## src/rtl/control_multi_if.sv

```systemverilog
// rtl/control_multi_if.sv - datapath bus between the multicycle control unit and the RV32I datapath
interface control_multi_if;
    logic [31:0] iInstr;
    logic        iMemReady;
    logic        iBranchTaken;

    logic [5:0]  oState;
    logic        oPCWrite;
    logic        oIRWrite;
    logic        oOldPCWrite;
    logic        oRegWrite;
    logic        oMemRead;
    logic        oMemWrite;
    logic        oIorD;
    logic [1:0]  oOrigAULA;
    logic [1:0]  oOrigBULA;
    logic [1:0]  oALUOp;
    logic [1:0]  oMem2Reg;
    logic [1:0]  oOrigPC;

    modport master (
        input  iInstr, iMemReady, iBranchTaken,
        output oState, oPCWrite, oIRWrite, oOldPCWrite, oRegWrite, oMemRead, oMemWrite,
               oIorD, oOrigAULA, oOrigBULA, oALUOp, oMem2Reg, oOrigPC
    );

    modport slave (
        output iInstr, iMemReady, iBranchTaken,
        input  oState, oPCWrite, oIRWrite, oOldPCWrite, oRegWrite, oMemRead, oMemWrite,
               oIorD, oOrigAULA, oOrigBULA, oALUOp, oMem2Reg, oOrigPC
    );
endinterface

```

## src/rtl/control_multi.sv

```systemverilog
// rtl/control_multi.sv - multicycle RV32I control FSM with memory wait timeout, sticky status and counters
module control_multi #(
    parameter bit          HAS_M        = 1'b1,
    parameter int unsigned CNT_W        = 64,
    parameter int unsigned MEM_WAIT_MAX = 15
) (
    input  logic             clockCPU,
    input  logic             reset,
    control_multi_if.master  bus,
    output logic             oHalt,
    output logic             oInvInstruction,
    output logic             oBusError,
    output logic [CNT_W-1:0] oCycleCount,
    output logic [CNT_W-1:0] oInstret
);

    typedef enum logic [5:0] {
        FETCH   = 6'd0,
        DECODE  = 6'd1,
        MEMADDR = 6'd2,
        MEMRD   = 6'd3,
        MEMWB   = 6'd4,
        MEMWR   = 6'd5,
        EXEC_R  = 6'd6,
        EXEC_I  = 6'd7,
        ALUWB   = 6'd8,
        BRANCH  = 6'd9,
        JAL     = 6'd10,
        JALR    = 6'd11,
        LUI     = 6'd12,
        AUIPC   = 6'd13,
        HALT    = 6'd14,
        TRAP    = 6'd15
    } state_t;

    localparam int unsigned WAIT_W = $clog2(MEM_WAIT_MAX + 2);
    localparam logic [WAIT_W-1:0] WAIT_LAST = WAIT_W'(MEM_WAIT_MAX - 1);

    state_t            state;
    state_t            stateNext;
    logic [WAIT_W-1:0] waitCnt;
    logic              memWait;
    logic              timeout;
    logic              decodeTrap;
    logic [6:0]        opcode;
    logic [6:0]        funct7;
    logic              rLegal;

    assign opcode = bus.iInstr[6:0];
    assign funct7 = bus.iInstr[31:25];
    assign rLegal = (funct7 == 7'b0000000) || (funct7 == 7'b0100000) ||
                    ((funct7 == 7'b0000001) && HAS_M);

    // A waiting access whose next idle cycle would reach the limit traps instead.
    assign memWait = ((state == FETCH) || (state == MEMRD) || (state == MEMWR)) && !bus.iMemReady;
    assign timeout = (MEM_WAIT_MAX != 0) && memWait && (waitCnt == WAIT_LAST);

    always_comb begin
        stateNext = state;
        case (state)
            FETCH: begin
                if (bus.iMemReady)  stateNext = DECODE;
                else if (timeout)   stateNext = TRAP;
            end
            DECODE: begin
                case (opcode)
                    7'b0000011, 7'b0100011: stateNext = MEMADDR;
                    7'b0110011:             stateNext = rLegal ? EXEC_R : TRAP;
                    7'b0010011:             stateNext = EXEC_I;
                    7'b1100011:             stateNext = BRANCH;
                    7'b1101111:             stateNext = JAL;
                    7'b1100111:             stateNext = JALR;
                    7'b0110111:             stateNext = LUI;
                    7'b0010111:             stateNext = AUIPC;
                    7'b1110011:             stateNext = (bus.iInstr == 32'h0000_0073) ? HALT : TRAP;
                    default:                stateNext = TRAP;
                endcase
            end
            MEMADDR: stateNext = bus.iInstr[5] ? MEMWR : MEMRD;
            MEMRD: begin
                if (bus.iMemReady)  stateNext = MEMWB;
                else if (timeout)   stateNext = TRAP;
            end
            MEMWR: begin
                if (bus.iMemReady)  stateNext = FETCH;
                else if (timeout)   stateNext = TRAP;
            end
            EXEC_R, EXEC_I:                      stateNext = ALUWB;
            MEMWB, ALUWB, BRANCH, JAL, JALR,
            LUI, AUIPC:                          stateNext = FETCH;
            HALT:                                stateNext = HALT;
            TRAP:                                stateNext = TRAP;
            default:                             stateNext = TRAP;
        endcase
    end

    assign decodeTrap = (state == DECODE) && (stateNext == TRAP);

    always_ff @(posedge clockCPU or posedge reset) begin
        if (reset) begin
            state           <= FETCH;
            waitCnt         <= '0;
            oCycleCount     <= '0;
            oInstret        <= '0;
            oHalt           <= 1'b0;
            oInvInstruction <= 1'b0;
            oBusError       <= 1'b0;
        end else begin
            state <= stateNext;
            if (stateNext != state)
                waitCnt <= '0;
            else if (memWait)
                waitCnt <= waitCnt + 1'b1;
            if ((state != HALT) && (state != TRAP))
                oCycleCount <= oCycleCount + 1'b1;
            if ((state != FETCH) && (stateNext == FETCH))
                oInstret <= oInstret + 1'b1;
            if (stateNext == HALT)
                oHalt <= 1'b1;
            if (decodeTrap)
                oInvInstruction <= 1'b1;
            if (timeout)
                oBusError <= 1'b1;
        end
    end

    logic       pcWrite, irWrite, oldPCWrite, regWrite, memRead, memWrite, iorD;
    logic [1:0] origA, origB, aluOp, mem2Reg, origPC;

    always_comb begin
        pcWrite    = 1'b0;
        irWrite    = 1'b0;
        oldPCWrite = 1'b0;
        regWrite   = 1'b0;
        memRead    = 1'b0;
        memWrite   = 1'b0;
        iorD       = 1'b0;
        origA      = 2'd0;
        origB      = 2'd0;
        aluOp      = 2'd0;
        mem2Reg    = 2'd0;
        origPC     = 2'd0;
        case (state)
            FETCH: begin
                memRead    = 1'b1;
                origA      = 2'd1;
                origB      = 2'd1;
                pcWrite    = bus.iMemReady;
                irWrite    = bus.iMemReady;
                oldPCWrite = bus.iMemReady;
            end
            DECODE: begin
                origA = 2'd2;
                origB = 2'd2;
            end
            MEMADDR: origB = 2'd2;
            MEMRD: begin
                memRead = 1'b1;
                iorD    = 1'b1;
            end
            MEMWB: begin
                regWrite = 1'b1;
                mem2Reg  = 2'd2;
            end
            MEMWR: begin
                memWrite = 1'b1;
                iorD     = 1'b1;
            end
            EXEC_R: aluOp = 2'd2;
            EXEC_I: begin
                origB = 2'd2;
                aluOp = 2'd3;
            end
            ALUWB: regWrite = 1'b1;
            BRANCH: begin
                aluOp   = 2'd1;
                origPC  = 2'd1;
                pcWrite = bus.iBranchTaken;
            end
            JAL: begin
                regWrite = 1'b1;
                mem2Reg  = 2'd1;
                pcWrite  = 1'b1;
                origPC   = 2'd1;
            end
            JALR: begin
                origB    = 2'd2;
                regWrite = 1'b1;
                mem2Reg  = 2'd1;
                pcWrite  = 1'b1;
                origPC   = 2'd2;
            end
            LUI: begin
                regWrite = 1'b1;
                mem2Reg  = 2'd3;
            end
            AUIPC: regWrite = 1'b1;
            default: ;
        endcase
    end

    // Architectural write strobes are suppressed for as long as reset is held.
    assign bus.oState      = state;
    assign bus.oPCWrite    = pcWrite    && !reset;
    assign bus.oIRWrite    = irWrite    && !reset;
    assign bus.oOldPCWrite = oldPCWrite && !reset;
    assign bus.oRegWrite   = regWrite   && !reset;
    assign bus.oMemWrite   = memWrite   && !reset;
    assign bus.oMemRead    = memRead;
    assign bus.oIorD       = iorD;
    assign bus.oOrigAULA   = origA;
    assign bus.oOrigBULA   = origB;
    assign bus.oALUOp      = aluOp;
    assign bus.oMem2Reg    = mem2Reg;
    assign bus.oOrigPC     = origPC;

endmodule

```

## src/flat_wrapper.sv

```systemverilog
// flat-port wrapper written by rule: the top's interface ports become plain ports
module control_multi_flat 
#(
    parameter bit          HAS_M        = 1'b1,
    parameter int unsigned CNT_W        = 64,
    parameter int unsigned MEM_WAIT_MAX = 15
)
  (clockCPU, reset, oHalt, oInvInstruction, oBusError, oCycleCount, oInstret, bus_iInstr, bus_iMemReady, bus_iBranchTaken, bus_oState, bus_oPCWrite, bus_oIRWrite, bus_oOldPCWrite, bus_oRegWrite, bus_oMemRead, bus_oMemWrite, bus_oIorD, bus_oOrigAULA, bus_oOrigBULA, bus_oALUOp, bus_oMem2Reg, bus_oOrigPC);
  control_multi_if bus_i ();
  input  logic clockCPU;
  input  logic reset;
  output logic oHalt;
  output logic oInvInstruction;
  output logic oBusError;
  output logic [CNT_W-1:0] oCycleCount;
  output logic [CNT_W-1:0] oInstret;
  input wire logic [$bits(bus_i.iInstr)-1:0] bus_iInstr;
  input wire logic [$bits(bus_i.iMemReady)-1:0] bus_iMemReady;
  input wire logic [$bits(bus_i.iBranchTaken)-1:0] bus_iBranchTaken;
  output wire logic [$bits(bus_i.oState)-1:0] bus_oState;
  output wire logic [$bits(bus_i.oPCWrite)-1:0] bus_oPCWrite;
  output wire logic [$bits(bus_i.oIRWrite)-1:0] bus_oIRWrite;
  output wire logic [$bits(bus_i.oOldPCWrite)-1:0] bus_oOldPCWrite;
  output wire logic [$bits(bus_i.oRegWrite)-1:0] bus_oRegWrite;
  output wire logic [$bits(bus_i.oMemRead)-1:0] bus_oMemRead;
  output wire logic [$bits(bus_i.oMemWrite)-1:0] bus_oMemWrite;
  output wire logic [$bits(bus_i.oIorD)-1:0] bus_oIorD;
  output wire logic [$bits(bus_i.oOrigAULA)-1:0] bus_oOrigAULA;
  output wire logic [$bits(bus_i.oOrigBULA)-1:0] bus_oOrigBULA;
  output wire logic [$bits(bus_i.oALUOp)-1:0] bus_oALUOp;
  output wire logic [$bits(bus_i.oMem2Reg)-1:0] bus_oMem2Reg;
  output wire logic [$bits(bus_i.oOrigPC)-1:0] bus_oOrigPC;
  assign bus_i.iInstr = bus_iInstr;
  assign bus_i.iMemReady = bus_iMemReady;
  assign bus_i.iBranchTaken = bus_iBranchTaken;
  assign bus_oState = bus_i.oState;
  assign bus_oPCWrite = bus_i.oPCWrite;
  assign bus_oIRWrite = bus_i.oIRWrite;
  assign bus_oOldPCWrite = bus_i.oOldPCWrite;
  assign bus_oRegWrite = bus_i.oRegWrite;
  assign bus_oMemRead = bus_i.oMemRead;
  assign bus_oMemWrite = bus_i.oMemWrite;
  assign bus_oIorD = bus_i.oIorD;
  assign bus_oOrigAULA = bus_i.oOrigAULA;
  assign bus_oOrigBULA = bus_i.oOrigBULA;
  assign bus_oALUOp = bus_i.oALUOp;
  assign bus_oMem2Reg = bus_i.oMem2Reg;
  assign bus_oOrigPC = bus_i.oOrigPC;
  control_multi #(.HAS_M(HAS_M), .CNT_W(CNT_W), .MEM_WAIT_MAX(MEM_WAIT_MAX)) u_core (.clockCPU(clockCPU), .reset(reset), .bus(bus_i), .oHalt(oHalt), .oInvInstruction(oInvInstruction), .oBusError(oBusError), .oCycleCount(oCycleCount), .oInstret(oInstret));
endmodule
```

## config.mk

```make
export PLATFORM = sky130hd
export DESIGN_NAME = control_multi_flat
export DESIGN_NICKNAME = d
export VERILOG_FILES = /design/src/rtl/control_multi_if.sv /design/src/rtl/control_multi.sv /design/src/flat_wrapper.sv
export SDC_FILE = /design/constraint.sdc
export NUM_CORES = 1
export LEC_CHECK = 0
export ABC_CLOCK_PERIOD_IN_PS = 6000
export BUFFER_PORTS_ARGS = -buffer_cell sky130_fd_sc_hd__buf_2
export CORE_MARGIN = 8
export CORE_UTILIZATION = 30
export DETAILED_ROUTE_END_ITERATION = 12
export PLACE_DENSITY = 0.59
export REMOVE_ABC_BUFFERS = 1
export SYNTH_ARGS = -nofsm -noshare
export SYNTH_HDL_FRONTEND = slang
export SYNTH_SLANG_ARGS = --single-unit
```

## constraint.sdc

```tcl
create_clock -name clockCPU -period 6 [get_ports clockCPU]
set_clock_uncertainty 0.2 [all_clocks]
set_input_delay 0.3 -clock clockCPU [delete_from_list [all_inputs] [get_ports clockCPU]]
set_output_delay 0.3 -clock clockCPU [all_outputs]
set_load 0.02 [all_outputs]
```

==> results of run 1 <==
==> routing by layer <==
metal	share of wire, %	track usage, %	up-vias
met5	0	0	-
met2	47	22.2	155
met1	46	17.6	3137
met3	5.5	3.95	18
met4	1.1	3.67	0
li1	-	-	3071
==> power groups by stage <==
stage	Sequential [mW]	Clock (mW)	Combinational (mW)
5_1_grt	1.02	1.25	0.174
2_1_floorplan	1.06	0	0.0670
3_3_place_gp	1.03	0	0.160
4_1_cts	1.01	1.21	0.162
6_report	1.01	1.17	0.157
3_5_place_dp	1.03	0	0.162
==> synth_stat cells, types with 3 or more instances <==
| cell | count |
|---|---|
| and4_1 | 12 |
| ha_1 | 4 |
| nor3_1 | 33 |
| clkbuf_1 | 15 |
| inv_1 | 16 |
| buf_1 | 4 |
| nand3_2 | 19 |
| nor2_1 | 53 |
| buf_2 | 4 |
| xor2_1 | 23 |
| nor2b_1 | 3 |
| o21ai_0 | 7 |
| xnor2_1 | 111 |
| and3_1 | 34 |
| dfrtp_1 | 142 |
| o211ai_1 | 3 |
| nand2_1 | 50 |
| nand4_1 | 56 |
| nand3_1 | 56 |
| buf_6 | 6 |
| or2_2 | 3 |
| a21oi_1 | 8 |
| nor4_1 | 26 |
| nand2b_1 | 5 |
| or3_1 | 3 |
| o21bai_1 | 4 |
| a211oi_1 | 3 |
| and2_1 | 9 |
==> worst paths after layout <==
path                                           start                endpoint  slack, ps  cells after the start
worst min-delay path                u_core.oBusError        u_core.oBusError        260                      1
min in group asynchronous                      reset    u_core.bus.oState[4]        390                      3
max in group asynchronous                      reset  u_core.oCycleCount[54]       3930                      4
worst max-delay path            u_core.bus.oState[0]      u_core.oInstret[1]       2610                      7
worst min register to register      u_core.oBusError        u_core.oBusError        260                      1
worst max register to register  u_core.bus.oState[0]      u_core.oInstret[1]       2610                      7
==> cell families (layout without fill, tap and decap cells) <==
family / count (synthesis) / in the layout / share of synthesized area (%)
AO/OA/AOI/OAI: 46 / 46 / 4.81
XOR/XNOR: 134 / 134 / 15.6
adder cells (fa/ha/maj): 4 / 4 / 0.666
buffers and inverters: 46 / 244 / 3.01
flip-flops: 142 / 142 / 47.3
multiplexers: 3 / 3 / 0.433
other: 1 / 2 / 0.0499
AND/OR/NAND/NOR: 376 / 376 / 28.1
==> registers in the layout, indices dropped and copies added (netlist names) <==
signal and cells:
u_core.oBusError 1, u_core.bus.oState 6, u_core.oCycleCount 64, u_core.oInvInstruction 1, u_core.oInstret 64, u_core.waitCnt 5
u_core.oHalt 1
==> metrics by stage <==
step | worst slack, ps | util (%) | cell area [µm²] | hold slack (ps) | instances
finish | 2610 | 37.9 | 9430 | 262 | 1281
global route | 2290 | 37.9 | 9430 | 288 | 1281
CTS | 2580 | 37.9 | 9430 | 256 | 1281
detailed placement | 2600 | 35.2 | 8770 | 250 | 1248
global placement | 2670 | 35.2 | 8770 | 242 | 1248
floorplan | 1350 | - | 7350 | 364 | 723
==> cell type report <==
| type | count | area (µm²) |
|---|---|---|
| Clock buffer | 18 | 439 |
| Clock inverter | 14 | 208 |
| Fill cell | 2489 | 15500 |
| Inverter | 16 | 65.1 |
| Multi-Input combinational cell | 565 | 3750 |
| Sequential cell | 142 | 3550 |
| Tap cell | 330 | 413 |
| Timing Repair Buffer | 196 | 1000 |
==> flow_metrics.env, run 1 <==
export IMPL_status="finished clean"
export IMPL_drc=0
export IMPL_overflow=0
export IMPL_row_count=58
export IMPL_htree_levels=4
export IMPL_p_comb_share_pct=6.7
export IMPL_grt_max_degree=80
export IMPL_vias=6381
export IMPL_report_final_slew_viol_count=0
export IMPL_async_reset_ff_share_pct=100
export IMPL_fmax_ghz=0.295
export IMPL_path_cells="xnor2_1, a22oi_1, o21bai_1, nor2_4, buf_4, nand2_2, mux2_1"
export IMPL_final_cell_mix="buf_2, dfrtp_1, xnor2_1"
export IMPL_diodes=0
export IMPL_crit_slowest_cell="dfrtp_1"
export IMPL_grt_pass1_vias=6387
export IMPL_vdd_drop_max_mv=0.181
export IMPL_antenna_found_initial=0
export IMPL_min_period_over_period_pct=56.5
export IMPL_cp_required_ps=6100
export IMPL_rsz0062_at_grt="no"
export IMPL_nets=978
export IMPL_max_cap_violations=0
export IMPL_worstSetupStartpointType="flip-flop"
export IMPL_worst_path_buf_inv=1
export IMPL_track_usage_pct=13.7
export IMPL_max_slew_margin_pct=45.4
export IMPL_dr_pass1_iters=4
export IMPL_switching_share_pct=24.9
export IMPL_cts_resized_gates=0
export IMPL_syn_inst=752
export IMPL_area_growth_pct=25.4
export IMPL_yosys_area_top_type="dfrtp_1"
export IMPL_drtAntennaViolNets=0
export IMPL_ctsRootBufferMaster="clkbuf_16"
export IMPL_crit_fanout=41
export IMPL_die_w_um=174
export IMPL_worst_pin_slew_ps=819
export IMPL_grt_pass1_wl_um=34400
export IMPL_drive_above_1_share_pct=27.1
export IMPL_netlist_area_leader_share_pct=47.3
export IMPL_fin_crit_ps=3390
export IMPL_ys_ff_latch=142
export IMPL_worstPathArrival_ps=3490
export IMPL_cts_max_path_buffers=2
export IMPL_p_switching_mw=0.583
export IMPL_cts_buffers=17
export IMPL_synth_edff_count=0
export IMPL_critPathKind="reg -> reg"
export IMPL_post_cts_buffers=0
export IMPL_die_area_mm2=0.0304
export IMPL_postCtsHoldBufs=1
export IMPL_synth_area_leaders="dfrtp_1, xnor2_1, nand4_1, nand3_1, and3_1"
export IMPL_drtIter0Drc=362
export IMPL_wire_per_inst_um=16.3
export IMPL_worstSkewPairLatency_ps=420
export IMPL_seqPwrFrac_pct=43.3
export IMPL_ys_warn_count=0
export IMPL_clkPwrFrac_pct=50.0
export IMPL_viasPerCell=4.98
export IMPL_clkTransAtPathRegs_ps=60
export IMPL_synth_flop_cell="dfrtp_1"
export IMPL_coreArea_mm2=0.0249
export IMPL_critPathMaxStageDelay_ps=770
export IMPL_p_per_area_mw_per_mm2=248
export IMPL_setup_tns_final_ps=0
export IMPL_hpwl_um=15100
export IMPL_synth_cell_types=61
export IMPL_synth_area_mm2=0.00752
export IMPL_power_internal_mw=1.76
export IMPL_yosysSeqAreaShare_pct=47.3
export IMPL_pin_count=190
export IMPL_worstHoldPathType="reg -> reg"
export IMPL_p_leak_nw=4.31
export IMPL_cp_end_kind="flip-flop"
export IMPL_finalPower_mw=2.34
export IMPL_start_util_pct=30.2
export IMPL_cts_tree="yes"
export IMPL_hold_violations=0
export IMPL_die_y_um=174
export IMPL_gp_congestion=0.781
export IMPL_syn_avg_cell_area_um2=10.0
export IMPL_finalSetupViolations=0
export IMPL_wirelength_um=20800
export IMPL_clkSinkCount=142
export IMPL_critPathTopFamily="flip-flops"
export IMPL_portBuffers=189
export IMPL_layout_commonest_cell="buf_2"
Note: power is estimated with default switching activity, not from simulation.
==> run 2, diff against run 1 <==
- ABC_CLOCK_PERIOD_IN_PS: 6000 -> 3300
- clock period: 6 -> 3.3 ns (I/O delays scaled with it)
==> flow_metrics.env, run 2 (same netlist as run 1, synthesis figures left out) <==
export IMPL_die_y_um=174
export IMPL_final_cell_mix="buf_2, dfrtp_1, xnor2_1"
export IMPL_vdd_drop_max_mv=0.240
export IMPL_dr_pass1_iters=5
export IMPL_setup_tns_final_ps=0
export IMPL_wirelength_um=20900
export IMPL_clkTransAtPathRegs_ps=60
export IMPL_die_area_mm2=0.0304
export IMPL_pin_count=190
export IMPL_cp_required_ps=2930
export IMPL_dpl_cell_count=1260
export IMPL_clkPwrFrac_pct=47.4
export IMPL_start_util_pct=30.2
export IMPL_gp_congestion=0.757
export IMPL_p_per_area_mw_per_mm2=430
export IMPL_final_cells=1293
export IMPL_max_cap_violations=0
export IMPL_overflow=0
export IMPL_hpwl_um=15200
export IMPL_nets=990
export IMPL_cts_max_path_buffers=2
export IMPL_fmax_ghz=0.328
export IMPL_row_count=58
export IMPL_cp_end_kind="output pin"
export IMPL_p_switching_mw=1.05
export IMPL_cts_buffers=17
export IMPL_min_period_over_period_pct=92.3
export IMPL_worst_pin_slew_ps=902
export IMPL_layout_commonest_cell="buf_2"
export IMPL_grt_max_degree=96
export IMPL_switching_share_pct=25.8
export IMPL_area_growth_pct=26.3
export IMPL_worstHoldPathType="in -> reg"
export IMPL_rsz0062_at_grt="no"
export IMPL_p_comb_share_pct=7.5
export IMPL_cts_resized_gates=0
export IMPL_holdWs_ps=135
export IMPL_critPathKind="reg -> out"
export IMPL_grt_pass1_wl_um=34900
export IMPL_finalSetupViolations=0
export IMPL_grt_pass1_vias=6415
export IMPL_worstSkewPairLatency_ps=420
export IMPL_drc=0
export IMPL_power_internal_mw=3.03
export IMPL_fin_crit_ps=3050
export IMPL_clkSinkCount=142
export IMPL_htree_levels=4
export IMPL_status="finished clean"
export IMPL_coreArea_mm2=0.0249
export IMPL_hold_violations=0
export IMPL_drtIter0Drc=445
export IMPL_worstPathArrival_ps=2680
export IMPL_p_leak_nw=4.36
export IMPL_antenna_found_initial=0
export IMPL_seqPwrFrac_pct=45.1
export IMPL_portBuffers=189
export IMPL_track_usage_pct=13.9
export IMPL_ctsRootBufferMaster="clkbuf_16"
export IMPL_die_w_um=174
export IMPL_worstSetupStartpointType="flip-flop"
export IMPL_finalPower_mw=4.08
export IMPL_wire_per_inst_um=16.2
export IMPL_drtAntennaViolNets=0
export IMPL_cts_tree="yes"
export IMPL_crit_fanout=13
export IMPL_max_slew_margin_pct=39.9
export IMPL_report_final_slew_viol_count=0
export IMPL_viasPerCell=4.93
export IMPL_drive_above_1_share_pct=28.0
export IMPL_postLayoutCoreUtil_pct=38.1
export IMPL_n_fill_cell=2503
export IMPL_vias=6379
export IMPL_diodes=0
[run 2: cell type report]
cell class                      count  area [µm²]  share of cell area [%]
Multi-Input combinational cell    565        3750                    39.5
Inverter                           16        65.1                   0.685
Clock inverter                     15         161                    1.70
Clock buffer                       17         425                    4.48
Tap cell                          330         413                    4.35
Sequential cell                   142        3550                    37.4
Timing Repair Buffer              208        1130                    11.9
[run 2: timing repair]
item / in CTS / in global routing
endpoints found under the hold margin: 94 / 0
buffers inserted: 0 / 0
hold buffers: 1 / 0
[run 2: power groups by stage]
| stage | logic [mW] | clock network, mW | registers (mW) |
|---|---|---|---|
| floorplan | 0.122 | 0 | 1.92 |
| global placement | 0.308 | 0 | 1.87 |
| detailed placement | 0.314 | 0 | 1.87 |
| CTS | 0.316 | 2.00 | 1.84 |
| global route | 0.339 | 2.07 | 1.85 |
| finish | 0.305 | 1.94 | 1.84 |
[run 2: per-stage QoR]
step | instance area, µm² | setup WS, ps
2_1_floorplan | 7350 | -1350
6_report | 9500 | 254
4_1_cts | 9500 | 229
5_1_grt | 9500 | 103
3_3_place_gp | 8900 | 419
3_5_place_dp | 8900 | 412
[run 2: path summary, 6_finish.rpt]
path | to | cells after the start | slack (ps) | startpoint
setup / recovery | bus_oPCWrite | 7 | 250 | u_core.bus.oState[2]
hold / removal | u_core.oInvInstruction | 5 | 130 | bus_iInstr[3]
setup reg to reg | u_core.waitCnt[2] | 7 | 380 | u_core.bus.oState[2]
hold reg to reg | u_core.oBusError | 1 | 260 | u_core.oBusError
max in group asynchronous | u_core.oInstret[36] | 4 | 1730 | reset
min in group asynchronous | u_core.bus.oState[5] | 3 | 310 | reset
[run 2: critical path: stages (launching register included)]
cell     delay, ps
dfrtp_1        520
buf_4          250
or4_1          560
nor3_1         320
nand2_1        170
o31ai_1         90
and3_1         180
buf_2          160
[run 2: layer usage]
metal  vias to the layer above  GRT usage (%)  part of all wire, %
li1                       3092              -                    -
met1                      3113           18.3                   46
met2                       163           22.1                   47
met3                        11           3.97                  5.9
met4                         0           3.21                 0.74
met5                         -              0                    0
